## config.mk

```make
export PLATFORM = sky130hd
export DESIGN_NAME = multicycle_sequencer
export DESIGN_NICKNAME = d
export VERILOG_FILES = /design/src/rtl/multicycle_sequencer.sv
export SDC_FILE = /design/constraint.sdc
export NUM_CORES = 1
export LEC_CHECK = 0
export ABC_CLOCK_PERIOD_IN_PS = 2380
export CORE_ASPECT_RATIO = 1.1
export CORE_UTILIZATION = 45
export DETAILED_ROUTE_END_ITERATION = 7
export GPL_TIMING_DRIVEN = 0
export PLACE_DENSITY = 0.7
export REMOVE_ABC_BUFFERS = 1
export SYNTH_ARGS = -nofsm -noshare
export SYNTH_HDL_FRONTEND = slang
export SYNTH_SLANG_ARGS = --single-unit
```

## constraint.sdc

```tcl
create_clock -name clk -period 2.38 [get_ports clk]
set_input_delay 0.357 -clock clk [delete_from_list [all_inputs] [get_ports clk]]
set_output_delay 0.357 -clock clk [all_outputs]
set_load 0.05 [all_outputs]
```

## src/rtl/multicycle_sequencer.sv

```systemverilog
// Moore control FSM sequencing a shared multicycle MIPS datapath, 2-5 cycles per instruction.
// Latency: outputs decode from the current state; only a few input-to-output paths are combinational.
// Backpressure: memory states hold on mem_ready low; a bounded wait aborts to FETCH and sets mem_err.
module multicycle_sequencer #(
  parameter int unsigned MEM_TIMEOUT = 255
) (
  input  logic       clk,
  input  logic       reset,
  input  logic [5:0] opcode,
  input  logic       zero,
  input  logic       mem_ready,
  output logic       pc_en,
  output logic [1:0] pc_source,
  output logic       i_or_d,
  output logic       mem_read,
  output logic       mem_write,
  output logic       ir_write,
  output logic       reg_dst,
  output logic       mem_to_reg,
  output logic       reg_write,
  output logic       alu_src_a,
  output logic [1:0] alu_src_b,
  output logic [1:0] alu_op,
  output logic       instr_done,
  output logic       illegal_op,
  output logic       mem_err,
  output logic [3:0] state
);

  typedef enum logic [3:0] {
    S_FETCH  = 4'd0,
    S_DECODE = 4'd1,
    S_MEMADR = 4'd2,
    S_MEMRD  = 4'd3,
    S_MEMWB  = 4'd4,
    S_MEMWR  = 4'd5,
    S_EXEC   = 4'd6,
    S_ALUWB  = 4'd7,
    S_BRANCH = 4'd8,
    S_JUMP   = 4'd9,
    S_ADDIEX = 4'd10,
    S_ADDIWB = 4'd11
  } state_t;

  localparam logic [5:0] OP_RTYPE = 6'b000000;
  localparam logic [5:0] OP_LW    = 6'b100011;
  localparam logic [5:0] OP_SW    = 6'b101011;
  localparam logic [5:0] OP_BEQ   = 6'b000100;
  localparam logic [5:0] OP_BNE   = 6'b000101;
  localparam logic [5:0] OP_ADDI  = 6'b001000;
  localparam logic [5:0] OP_J     = 6'b000010;

  localparam logic [15:0] WAIT_LAST = 16'(MEM_TIMEOUT - 1);

  state_t      cur_state;
  state_t      nxt_state;
  logic [15:0] wait_cnt;
  logic [15:0] wait_nxt;
  logic        err_q;
  logic        in_wait;
  logic        timeout;

  assign in_wait = (cur_state == S_FETCH) || (cur_state == S_MEMRD) || (cur_state == S_MEMWR);
  assign timeout = in_wait && !mem_ready && (wait_cnt == WAIT_LAST);

  always_ff @(posedge clk or posedge reset) begin
    if (reset) begin
      cur_state <= S_FETCH;
      wait_cnt  <= '0;
      err_q     <= 1'b0;
    end else begin
      cur_state <= nxt_state;
      wait_cnt  <= wait_nxt;
      if (timeout) err_q <= 1'b1;
    end
  end

  // Counter only survives while parked in a memory state with the handshake low.
  always_comb begin
    wait_nxt = '0;
    if (in_wait && !mem_ready && !timeout) wait_nxt = wait_cnt + 16'd1;
  end

  always_comb begin
    nxt_state  = cur_state;
    pc_en      = 1'b0;
    pc_source  = 2'b00;
    i_or_d     = 1'b0;
    mem_read   = 1'b0;
    mem_write  = 1'b0;
    ir_write   = 1'b0;
    reg_dst    = 1'b0;
    mem_to_reg = 1'b0;
    reg_write  = 1'b0;
    alu_src_a  = 1'b0;
    alu_src_b  = 2'b00;
    alu_op     = 2'b00;
    instr_done = 1'b0;
    illegal_op = 1'b0;
    if (!reset) begin
      unique case (cur_state)
        S_FETCH: begin
          mem_read  = 1'b1;
          alu_src_b = 2'b01;
          ir_write  = mem_ready;
          pc_en     = mem_ready;
          nxt_state = mem_ready ? S_DECODE : S_FETCH;
        end
        S_DECODE: begin
          alu_src_b = 2'b11;
          unique case (opcode)
            OP_RTYPE:       nxt_state = S_EXEC;
            OP_LW, OP_SW:   nxt_state = S_MEMADR;
            OP_BEQ, OP_BNE: nxt_state = S_BRANCH;
            OP_ADDI:        nxt_state = S_ADDIEX;
            OP_J:           nxt_state = S_JUMP;
            default: begin
              nxt_state  = S_FETCH;
              illegal_op = 1'b1;
              instr_done = 1'b1;
            end
          endcase
        end
        S_MEMADR: begin
          alu_src_a = 1'b1;
          alu_src_b = 2'b10;
          nxt_state = (opcode == OP_SW) ? S_MEMWR : S_MEMRD;
        end
        S_MEMRD: begin
          i_or_d     = 1'b1;
          mem_read   = 1'b1;
          instr_done = timeout;
          if (mem_ready)    nxt_state = S_MEMWB;
          else if (timeout) nxt_state = S_FETCH;
        end
        S_MEMWB: begin
          mem_to_reg = 1'b1;
          reg_write  = 1'b1;
          instr_done = 1'b1;
          nxt_state  = S_FETCH;
        end
        S_MEMWR: begin
          i_or_d     = 1'b1;
          mem_write  = 1'b1;
          instr_done = mem_ready || timeout;
          if (mem_ready || timeout) nxt_state = S_FETCH;
        end
        S_EXEC: begin
          alu_src_a = 1'b1;
          alu_op    = 2'b10;
          nxt_state = S_ALUWB;
        end
        S_ALUWB: begin
          reg_dst    = 1'b1;
          reg_write  = 1'b1;
          instr_done = 1'b1;
          nxt_state  = S_FETCH;
        end
        S_BRANCH: begin
          alu_src_a  = 1'b1;
          alu_op     = 2'b01;
          pc_source  = 2'b01;
          instr_done = 1'b1;
          pc_en      = zero ^ opcode[0];
          nxt_state  = S_FETCH;
        end
        S_JUMP: begin
          pc_source  = 2'b10;
          pc_en      = 1'b1;
          instr_done = 1'b1;
          nxt_state  = S_FETCH;
        end
        S_ADDIEX: begin
          alu_src_a = 1'b1;
          alu_src_b = 2'b10;
          nxt_state = S_ADDIWB;
        end
        S_ADDIWB: begin
          reg_write  = 1'b1;
          instr_done = 1'b1;
          nxt_state  = S_FETCH;
        end
        default: nxt_state = S_FETCH;
      endcase
    end
  end

  assign mem_err = err_q;
  assign state   = cur_state;

endmodule
```

Yosys cells after proc, flatten, opt, wreduce, memory -nomap -nowiden
Cells that the tools add are included.
{"block": "classes", "n_addsub": 1, "eq_ne": 20, "mux": 37, "n_bitwise": 2, "n_reduce_logical": 20}
{"operator": "$pmux 4 s7", "count": 1}
{"operator": "$mux 1", "count": 22}
{"operator": "$pmux 4 s5", "count": 1}
{"operator": "$add 16x1->16 const B", "count": 1}
{"operator": "$eq 16x8->1 const B", "count": 1}
{"operator": "$eq 4x3->1 const B", "count": 4}
{"operator": "$eq 4x4->1 const B", "count": 4}
{"operator": "$mux 16", "count": 1}
{"operator": "$eq 6x3->1 const B", "count": 2}
{"operator": "$eq 6x6->1 const B", "count": 2}
{"operator": "$mux 4", "count": 3}
{"operator": "$reduce_or 2->1", "count": 5}
{"operator": "$eq 4x2->1 const B", "count": 2}
{"operator": "$pmux 2 s2", "count": 2}
{"operator": "$reduce_or 7->1", "count": 1}
{"operator": "$eq 6x2->1 const B", "count": 1}
{"operator": "$eq 6x4->1 const B", "count": 1}
{"operator": "$logic_not 6->1", "count": 1}
{"operator": "$mux 2", "count": 3}
{"operator": "$pmux 2 s3", "count": 1}
{"operator": "$reduce_or 5->1", "count": 1}
{"operator": "$eq 4x1->1 const B", "count": 1}
{"operator": "$logic_not 4->1", "count": 1}
{"operator": "$pmux 1 s4", "count": 1}
{"operator": "12 further kinds", "count": 17}
{"block": "totals", "register_bits": 21, "in_bits": 10, "output_inout_bits": 22, "word_cells": 83}

Longest topological paths before layout
{"block": "logic_depth", "ltp_word": 8, "depth_mapped": 8}

Least setup slack after synthesis
Ideal clock, no wire load.
{"block": "synth_path", "kind": "reg2out", "startpoint": "reg cur_state[0] (netlist: state[0])", "endpoint": "out pc_en", "arrival_ps": 3625, "path_slack_ps": -1602, "path_stages_with_launch": 4, "n_path_buf": 1, "path_cell_list": "dfrtp_1 -> clkbuf_1 -> o21ai_0 -> a2111oi_0"}
{"block": "synth_between", "elab_chain_len": 3, "elab_cells_between_ends": 5, "classes_between": "eq/ne (2); mux (2); reduce/logical (1)"}
{"item": "start, declared", "line_no": "55", "text": "state_t cur_state;"}
{"item": "start signal, assigned", "line_no": "72", "text": "cur_state <= nxt_state;"}
{"item": "$eq 4x4->1 or $logic_not 4->1 (tied branches)", "line_no": "101", "text": "unique case (cur_state)"}
{"item": "$pmux 1 s3 *", "line_no": "101"}
{"item": "$mux 1 *", "line_no": "100", "text": "if (!reset) begin"}
{"item": "end, declared", "line_no": "12", "text": "output logic pc_en,"}
Mark *: on every way between the ends. The rest lies on a longest branch, timed or not.

Worst setup path in the final report
{"block": "layout_path", "startpoint": "reg wait_cnt[0]", "endpoint": "out instr_done"}
{"block": "layout_between", "elab_chain_len": 5}
{"item": "start, declared", "line_no": "57", "text": "logic [15:0] wait_cnt;"}
{"item": "start signal, assigned", "line_no": "73", "text": "wait_cnt <= wait_nxt;"}
{"item": "$eq 16x8->1 *", "line_no": "64", "text": "assign timeout = in_wait && !mem_ready && (wait_cnt == WAIT_LAST);"}
{"item": "$logic_and 1x1->1 *", "line_no": "64"}
{"item": "$logic_or 1x1->1", "line_no": "145", "text": "instr_done = mem_ready || timeout;"}
{"item": "$pmux 1 s4 *", "line_no": "101"}
{"item": "$mux 1 *", "line_no": "100"}
{"item": "end, declared", "line_no": "24", "text": "output logic instr_done,"}
Marked as above.

==> results.toml <==
[run_status]
outcome = "complete, no violations"

[synth]
synthAdderAreaFrac = 0.0168
synth_area_mm2 = 0.00149
syn_area_per_cell_um2 = 8.33
synth_compound_area_frac = 0.148
synth-xor-area-share = 0.0940
synthFlopType = "dfrtp_1"
synth_cell_type_count = 45
synth.area.top_cells = "dfrtp_1 35%, xor2_1 6.5%, nor2_1 5.0%"
synthArstFlopShare = 1.00
netlist_instances = 179
yosysMostFrequentCell = "dfrtp_1"
synth_common_cells = "21 x dfrtp_1, 20 x nor2_1, 12 x nor3_1"
yosysSeqAreaShare = 0.352
ys_warn_count = 0
synth_edf_count = 0
yosys.area.top_type = "dfrtp_1"
synth_top_family_by_area = "simple AND/OR/NAND/NOR gates"
synth.top_cell.area_share = 0.352
synthMuxAreaShare = 0
synthSimpleGateAreaFrac = 0.331
ys_ff_latch = 21

[layout]
drive_gt1_frac = 0.228
fin_area_mm2 = 0.00208
syn2layout_area_growth_pct = 39.6
antenna_cells = 0
stdcell_count = 258
nets = 237
fillers = 243

[detailed_routing]
vias = 1568
firstDrtPassIters = 4
finalWirelength_um = 4260
wl_met1_um = 1780
wire_per_inst_um = 16.5
drc_errors = 0
antenna_left = 0
routed-wl-met3_um = 135
vias_per_cell = 6.08
drt_iter0_drc = 95
top_layer = "met4"
wl_met2_um = 2270

[global_routing]
grt_pass1_vias = 1441
antenna_found_initial = 0
grt_first_pass_wirelength_um = 6480
grt_max_degree = 26
grtUsageTotal = 0.230
grt_overflow_total = 0

[power]
clkPwrFrac = 0.129
peakVddDrop_mv = 0.395
power.total_mw = 1.31
power_frac_comb = 0.546
p_int_mw = 0.719
power_leakage_nw = 0.928
p_seq_frac = 0.325
p_sw_frac = 0.451
power_density_mw_per_mm2 = 629
switchingPower_mw = 0.591

[worst_setup_path]
arrival_ps = 2020
slowest_delay_ps = 420
crit_start = "wait_cnt[0]$_DFF_PP0_"
critical_path_class = "flop to output pin"
crit_chain = "inv_1 > ha_2 > nor4b_4 > nand4_1 > o21bai_1 > a2111o_1 > buf_6"
startpoint_type = "flop"
slowest_stage = "dfrtp_1"
worst-path-max-fanout = 4
worstReg2RegStart = "wait_cnt[0]$_DFF_PP0_"
cp-end-kind = "output pin"
required_ps = 2020

[sta]
period_needed_ps = 2380
relSlewSlack = 0.612
skew_ps = 3.81
hold_violations = 0
slew_violations = 0
setup-violations-final = 0
timing.fmax_mhz = 421
tns_ps = 0
timing.final.ws_setup_ps = 3.00
rsz0062_at_grt = "true"
worst_pin_slew_ps = 582
fin_crit_sh = 0.999

[place]
dp_slack_ps = -1330
place_inst = 229
hpwl_um = 2580
place_area_mm2 = 0.00177
numPortBuffers = 31
gp_congestion = 0.855

[cts]
clock-sinks = 21
htree_levels = 1
cts.path.max_buffers = 2
tritoncts = "done"
cts_buffers = 3
clk_pin_slew_ps = 110
clockRootBuffer = "clkbuf_4"
worstSkewPairLatency_ps = 300

[flow_run]
max-cap-violations = 0

[floorplan]
io_pins = 32
initial_utilization = 0.481
dieArea_mm2 = 0.00355
die_width_um = 56.9
die_h_um = 62.4
row_count = 21
core_area_mm2 = 0.00310

[min_path]
hold_class = "flop to flop"
min_from = "wait_cnt[0]$_DFF_PP0_"
==> cell type report <==
type	instances	area, µm²	share of cell area
Sequential cell	21	531	0.255
Timing Repair Buffer	55	497	0.239
Multi-Input combinational cell	139	962	0.462
Timing Repair inverter	1	5.00	0.00240
Inverter	4	18.8	0.00901
Tap cell	34	42.5	0.0204
Clock buffer	4	26.3	0.0126
==> stage by stage <==
stage | hold WS [ps] | utilization
finish | 487 | 0.672
global route | 526 | 0.672
CTS | 418 | 0.614
detailed placement | 483 | 0.572
global placement | 483 | 0.572
floorplan | 351 | -
==> worst max-delay path: cells and delay by family (launching register included) <==
| kind | cells | cell delay (ps) |
|---|---|---|
| adders and majority gates | 1 | 190 |
| AOI/OAI and AO/OA | 2 | 410 |
| DFF | 1 | 420 |
| buffers and inverters | 2 | 230 |
| and+or+nand+nor | 2 | 460 |
==> what timing repair did <==
action | CTS | global route
setup buffers | 11 | 13
hold buffers | 0 | 0
gates cloned | 1 | 0
setup endpoints to repair | 17 | 6
pin swaps | 1 | 7
resized for setup | 47 | 22
==> power by group through the flow <==
stage                     Combinational [mW]  Clock [mW]  Sequential (mW)
after floorplan                        0.339           0            0.484
after global placement                 0.547           0            0.456
after detailed placement               0.550           0            0.459
after CTS                              0.613       0.172            0.432
after global routing                   0.760       0.192            0.432
final                                  0.715       0.169            0.426
==> sequential cells by signal, summed over array words and instances (netlist names) <==
| register | cells |
|---|---|
| mem_err | 1 |
| state | 4 |
| wait_cnt | 16 |
==> layer usage <==
layer,track usage,vias to the layer above
met4,0.104,0
met1,0.269,768
met5,0,-
li1,-,750
met3,0.0311,6
met2,0.410,44
==> path summary, 6_finish.rpt <==
kind | endpoint | slack, ps | depth (start not counted)
setup reg to reg | wait_cnt[7]$_DFF_PP0_ | 230 | 8
hold / removal | wait_cnt[0]$_DFF_PP0_ | 490 | 1
setup / recovery | instr_done | 3 | 7
max in group asynchronous | state[0]$_DFFE_PP0P_ | 1560 | 2
hold reg to reg | wait_cnt[0]$_DFF_PP0_ | 490 | 1
min in group asynchronous | mem_err$_DFFE_PP0P_ | 510 | 2
==> placed cells by master (no fill, tap or decap), types with 3 or more instances in the layout <==
cell	netlist	routed
buf_4	0	24
nor2_1	20	20
dfrtp_1	21	17
xor2_1	11	11
dlygate4sd2_1	0	11
nor3_1	12	10
nand2b_1	8	7
nand3_1	7	7
nand2_1	7	7
a21oi_1	7	7
dlymetal6s2s_1	0	7
nand4_1	6	6
clkdlybuf4s50_1	0	6
nor4_1	5	5
xnor2_1	5	5
or3_1	4	4
dfrtp_2	0	4
and4_1	3	3
and3_1	3	3
o21ai_0	3	3
inv_1	4	3
o21bai_1	3	3
clkbuf_4	0	3
==> cells by family after synthesis <==
kind of cell             count (synthesis)
AO/OA/AOI/OAI                           32
XOR/XNOR                                16
adder cells (fa/ha/maj)                  2
buffers and inverters                   19
flip-flops                              21
AND/OR/NAND/NOR                         89
Power figures use the tool's default switching activity.
